--- src/rtl/viterbi_tbu_param.sv ---
// Viterbi traceback unit: walks the survivor-decision memory one state per cycle and emits one decoded bit per step.
// Optional build macro TBU_START_STATE_EN adds a start_state port used as the restart state.
module viterbi_tbu_param #(
    parameter int unsigned K      = 4,
    parameter int unsigned TB_LEN = 16
) (
    input  logic                  clk,
    input  logic                  rst,
    input  logic                  enable,
    input  logic                  selection,
    input  logic [2**(K-1)-1:0]   d_in_0,
    input  logic [2**(K-1)-1:0]   d_in_1,
`ifdef TBU_START_STATE_EN
    input  logic [K-2:0]          start_state,
`endif
    output logic                  d_o,
    output logic                  wr_en,
    output logic                  d_last,
    output logic [K-2:0]          state_o
);

    localparam int unsigned SW = K - 1;
    localparam int unsigned CW = $clog2(TB_LEN);

    logic [SW-1:0] pstate;
    logic [SW-1:0] nstate;
    logic [SW-1:0] rst_st;
    logic [CW-1:0] cnt;
    logic          sel_buf;
    logic          dbit;
    logic          fall;
    logic          emit;
    logic          restart;
    logic          cnt_last;

`ifdef TBU_START_STATE_EN
    assign rst_st = start_state;
`else
    assign rst_st = '0;
`endif

    // Decision lookup and next-state formation: the decision bit enters at the state MSB.
    always_comb begin
        dbit     = selection ? d_in_1[pstate] : d_in_0[pstate];
        nstate   = {dbit, pstate[SW-1:1]};
        fall     = sel_buf & ~selection;
        emit     = enable & selection;
        restart  = ~enable | fall;
        cnt_last = (cnt == CW'(TB_LEN - 1));
    end

    always_ff @(posedge clk or negedge rst) begin
        if (!rst) begin
            pstate  <= '0;
            sel_buf <= 1'b0;
            cnt     <= '0;
            d_o     <= 1'b0;
            wr_en   <= 1'b0;
            d_last  <= 1'b0;
        end else begin
            sel_buf <= selection;
            pstate  <= restart ? rst_st : nstate;

            if (restart)
                cnt <= '0;
            else if (emit)
                cnt <= cnt_last ? '0 : cnt + CW'(1);

            // Output stage lags the state visit by one clock; d_o holds between emits.
            wr_en  <= emit;
            d_last <= emit & cnt_last;
            if (emit)
                d_o <= dbit;
        end
    end

    assign state_o = pstate;

endmodule

--- config.mk ---
export PLATFORM = sky130hd
export DESIGN_NAME = viterbi_tbu_param
export DESIGN_NICKNAME = d
export VERILOG_FILES = /design/src/rtl/viterbi_tbu_param.sv
export SDC_FILE = /design/constraint.sdc
export NUM_CORES = 1
export LEC_CHECK = 0
export ABC_AREA = 1
export BUFFER_PORTS_ARGS = -buffer_cell sky130_fd_sc_hd__buf_4
export CORE_MARGIN = 2
export CORE_UTILIZATION = 49
export CTS_CLUSTER_DIAMETER = 80
export DETAILED_ROUTE_END_ITERATION = 6
export GPL_TIMING_DRIVEN = 0
export PLACE_DENSITY = 0.88
export SKIP_CTS_REPAIR_TIMING = 1
export SYNTH_ARGS = -nofsm -noshare
export SYNTH_HDL_FRONTEND = slang
export SYNTH_SLANG_ARGS = --single-unit
--- constraint.sdc ---
create_clock -name clk -period 1.9 [get_ports clk]
set_input_delay 0.095 -clock clk [delete_from_list [all_inputs] [get_ports clk]]
set_output_delay 0.095 -clock clk [all_outputs]
set_load 0.02 [all_outputs]
## After elaboration in Yosys (flattened, before gate mapping)

Index checks and enable logic that the tools add are counted.

- Output and inout port bits: 6
- Input port bits: 20
- Logic and storage cells: 25
- Register bits after elaboration: 11

- Reductions and logical operators: 1
- Bitwise gates (word level): 6
- Mux-type cells: 9
- Equal/unequal tests: 1
- Add/subtract/negate cells: 1
- Order comparisons: 1

Operators by type and width:

| operator | number |
|---|---|
| 2-to-1 mux 4 bit | 3 |
| binary-select mux 1 bit (select 3 bit) | 2 |
| adder 4 x 1 -> 4 bit, second input constant | 1 |
| == test 4 bit, second input constant | 1 |
| less-than comparator 3 x 4 -> 1 bit, second input constant | 1 |
| bitwise AND 1 bit | 3 |
| 2-to-1 mux 1 bit | 3 |
| 2-to-1 mux 3 bit | 1 |
| NOT 1 bit | 2 |
| nonzero test 2 bit | 1 |
| bitwise OR 1 bit | 1 |

## Logic depth before layout (Yosys ltp)

- Word-level depth: 4
- Depth in mapped cells: 8
- Gate-level depth less buffers: 7

## Worst setup path before layout

Ideal clock, no wire load.

- Path type: reg-to-reg
- Start: reg pstate[0] (netlist: state_o[0])
- End: reg pstate[2] (netlist: state_o[2])
- Slack: 771 ps
- Required time: 1827 ps
- Clock period less this slack: 1129 ps
- Arrival time: 1056 ps
- Setup time: 73 ps
- Cell stages (with the launch flop): 9
- Path buffers: 1
- Path through: dfrtp_1 > buf_6 > inv_8 > nand2_2 > nand2_1 > nand2_1 > nand3_1 > nand3_2 > a21oi_2

- Longest elaborated chain between the ends: 4
- Elaborated cells between the ends (all ways): 6
- Classes of those cells: mux: 6

Ends and longest elaborated chain:

| item | RTL line | text |
|---|---|---|
| start, declared | 25 | `logic [SW-1:0] pstate;` |
| start signal, assigned | 62 | `pstate <= restart ? rst_st : nstate;` |
| binary-select mux 1 bit (select 3 bit) | 44 | `dbit = selection ? d_in_1[pstate] : d_in_0[pstate];` |
| 2-to-1 mux 1 bit (implied by the code) | 44 |  |
| 2-to-1 mux 1 bit * | 44 |  |
| 2-to-1 mux 3 bit * | 62 |  |

Every way passes the cells marked *; elsewhere a longest branch is shown, timed or not. The select of a mux whose other input is x is not followed.
A chain may end at the register's enable or synchronous reset.

## Worst setup path after layout

- Start: reg cnt[0]
- End: reg cnt[0]

- Longest elaborated chain between the ends: 4
- Elaborated cells between the ends (all ways): 5
- Classes of those cells: add/sub: 1; eq/ne: 1; mux: 3

Ends and longest elaborated chain:

| item | RTL line | text |
|---|---|---|
| start, declared | 28 | `logic [CW-1:0] cnt;` |
| start signal, assigned | 67 | `cnt <= cnt_last ? '0 : cnt + CW'(1);` |
| adder 4 x 1 -> 4 bit or == test 4 bit (tied branches) | 67, 49 |  |
| 2-to-1 mux 4 bit * | 67 |  |
| 2-to-1 mux 4 bit * | 66 | `else if (emit)` |
| 2-to-1 mux 4 bit * | 64 | `if (restart)` |

Marks and branches as above.

==> results.yml <==
run_status:
  status: "completed"
cells_and_area:
  final_util: 0.7118
  n_fill_cell: 108
  antenna_cells: 0
  nets: 144
  drive_above_1_share: 0.3361
  synthToLayoutAreaGrowth_pct: 38.19
synthesis:
  synth-seq-cells: 11
  synthesis.nets: 112
  yosys_warnings: 0
  ys_seq_area_frac: 0.4159
  ys_top_cells_by_count: "nand2_1 (30), inv_1 (15), dfrtp_1 (11), nand3_1 (11), nor2_1 (6)"
  synth_area_leader_cell: "dfrtp_1"
  async_reset_ff_frac: 1.000
  syn_avg_cell_area_um2: 7.273
  synth.most_common_cell: "nand2_1"
  netlist_area_um2: 661.9
  synth_ff_type: "dfrtp_1"
  yosys-top-cells-area: "dfrtp_1 (42%), nand2_1 (17%), inv_1 (8.5%)"
  synth-edff-count: 0
  synthDistinctLibCells: 15
  synthCells: 91
  synth.top_cell.area_share: 0.4159
hold_path:
  hold_path_class: "in2reg"
  hold_depth: 3
  hold_start: "enable"
  worst_hold_path.endpoint: "d_last$_DFF_PN0_"
power_and_ir_drop:
  leakagePower_nw: 0.5174
  vdd_drop_max_v: 0.0006596
  powerDensity_nw_per_um2: 666.4
global_routing:
  grt_max_degree: 12
  overflow: 0
  grt_pass1_vias: 552
  track_usage: 0.2050
  antenna_found_initial: 0
  grt_pass1_wl_um: 2194
routing:
  dr_total_vias: 651
  routed-wl-met3_um: 75
  drt_pass1_iterations: 4
  wl_met1_um: 603
  dr.first_iter.drc_count: 14
  highest_layer: "met3"
  routedWlPerCell_um: 10.45
  vias_per_cell: 4.752
  wl_um: 1432
  wl_met2_um: 753
  drc: 0
  antenna_left: 0
clock_tree:
  cts_tree: "done"
  clockRootBuffer: "clkbuf_4"
  clock_tree.buffer_depth: 2
  h-tree-depth: 1
  cts_buffers: 3
  path_clk_slew_ns: 0.07
  numClockSinks: 11
  clock_latency_ns: 0.27
sta:
  finalSetupViolations: 0
  maxSlewViolCount: 0
  fin_ws_ns: 0.7434
  finalCritPeriodShare: 0.6087
  layout_min_cycle_time_ns: 1.157
  tns_ns: 0
  tightest_slew_ns: 0.2045
  hold_violations: 0
  rsz0062_at_grt: "no"
  fmax_ghz: 0.8646
  skew_ns: 0.003560
  relSlewSlack: 0.8637
critical_path:
  path_depth: 6
  worstPathArrival_ns: 1.34
  path_class: "reg2reg"
  critPathCaptureType: "flip-flop"
  worstPathMaxFanout: 4
  slowest_stage: "dfrtp_1"
  r2r_slack_ns: 0.74
  crit_chain: "ha_1 -> nand2_1 -> nor2_1 -> inv_1 -> a21oi_1 -> a21oi_1"
  start_kind: "flip-flop"
  rr_startpoint: "cnt[0]$_DFFE_PN0P_"
  cp_num_buf_inv: 1
  worstReg2RegEnd: "cnt[0]$_DFFE_PN0P_"
  critPathTopFamily: "flip-flops"
  max_stage_delay_ns: 0.41
  cp_common_cell: "a21oi_1"
  worst_ep_required_time_ns: 2.09
  r2r_cells: 6
floorplanning:
  core_um2: 1285
  start_util: 0.5151
  die_y_um: 40.76
  die_w_um: 40.76
  io-pin-count: 26
  die-area_um2: 1661
  rows: 13
place:
  post-place-ws_ns: 0.7871
  gp_congestion: 0.7345
  numPortBuffers: 25
  dp.final_hpwl_um: 1130
job:
  cap_violations: 0
## where the power goes
| part | internal, mW | total, mW | switching [mW] |
|---|---|---|---|
| Clock | 0.0813 | 0.156 | 0.0745 |
| Combinational | 0.0799 | 0.164 | 0.0844 |
| Sequential | 0.263 | 0.289 | 0.0267 |
## area by class of cell
cell class / instances / area (µm²) / share of cell area
Buffer: 1 / 11.26 / 0.01231
Clock buffer: 4 / 26.28 / 0.02873
Inverter: 17 / 71.32 / 0.07798
Multi-Input combinational cell: 62 / 304.0 / 0.3324
Sequential cell: 11 / 275.3 / 0.3010
Tap cell: 15 / 18.77 / 0.02052
Timing Repair Buffer: 27 / 207.7 / 0.2271
## state kept, by name, indices dropped and copies added (netlist names)
name and cells:
cnt 4, state_o 3, d_last 1, d_o 1, sel_buf 1, wr_en 1
## worst register-to-register path, cell delays in order (launching register included)
cell,delay (ns)
dfrtp_1,0.41
ha_1,0.24
nand2_1,0.10
nor2_1,0.05
inv_1,0.08
a21oi_1,0.07
a21oi_1,0.13
## placed cells by master (no fill, tap or decap)
cell type | synthesis | routed
a21oi_1 | 2 | 2
a21oi_2 | 1 | 1
buf_4 | 0 | 25
buf_6 | 1 | 1
clkbuf_1 | 0 | 1
clkbuf_4 | 0 | 3
dfrtp_1 | 11 | 11
dlygate4sd3_1 | 0 | 2
ha_1 | 1 | 1
inv_1 | 15 | 15
inv_2 | 1 | 1
inv_8 | 1 | 1
nand2_1 | 30 | 30
nand2_2 | 5 | 5
nand3_1 | 11 | 11
nand3_2 | 4 | 4
nor2_1 | 6 | 6
o21ai_1 | 1 | 1
o22ai_1 | 1 | 1
## per-stage QoR
| stage | instance area, µm² | cells | power, mW | hold slack [ns] |
|---|---|---|---|---|
| global route | 914.6 | 137 | 0.6543 | 0.1792 |
| detailed placement | 868.3 | 131 | 0.4548 | -0.06690 |
| floorplan | 661.9 | 91 | 0.3825 | -0.2006 |
| global placement | 868.3 | 131 | 0.4466 | -0.06997 |
| CTS | 894.6 | 135 | 0.6095 | -0.3550 |
| finish | 914.6 | 137 | 0.6095 | 0.1752 |
## worst max-delay path by stage
stage | startpoint | end | slack [ns]
after CTS | cnt[0]$_DFFE_PN0P_ | cnt[0]$_DFFE_PN0P_ | 0.74
after global placement | state_o[0]$_DFF_PN0_ | state_o[2]$_DFF_PN0_ | 0.83
after floorplan | state_o[0]$_DFF_PN0_ | state_o[2]$_DFF_PN0_ | 0.77
final | cnt[0]$_DFFE_PN0P_ | cnt[0]$_DFFE_PN0P_ | 0.74
after detailed placement | cnt[0]$_DFFE_PN0P_ | cnt[0]$_DFFE_PN0P_ | 0.79
after global routing | cnt[0]$_DFFE_PN0P_ | cnt[0]$_DFFE_PN0P_ | 0.67
## per-layer routing
layer  up-vias  global-route usage
li1        340                   -
met1       291              0.2457
met2        20              0.3651
met3         0             0.08152
met4         0                   0
met5         -                   0
## cells by family (layout without fill, tap and decap cells)
kind of cell               count (synthesis)  count (layout)  share of synthesized area
adders and majority gates                  1               1                    0.01890
and+or+nand+nor                           56              56                     0.3951
buffers and inverters                     18              49                     0.1247
DFF                                       11              11                     0.4159
AOI/OAI and AO/OA                          5               5                    0.04537
Power figures use the tool's default switching activity.
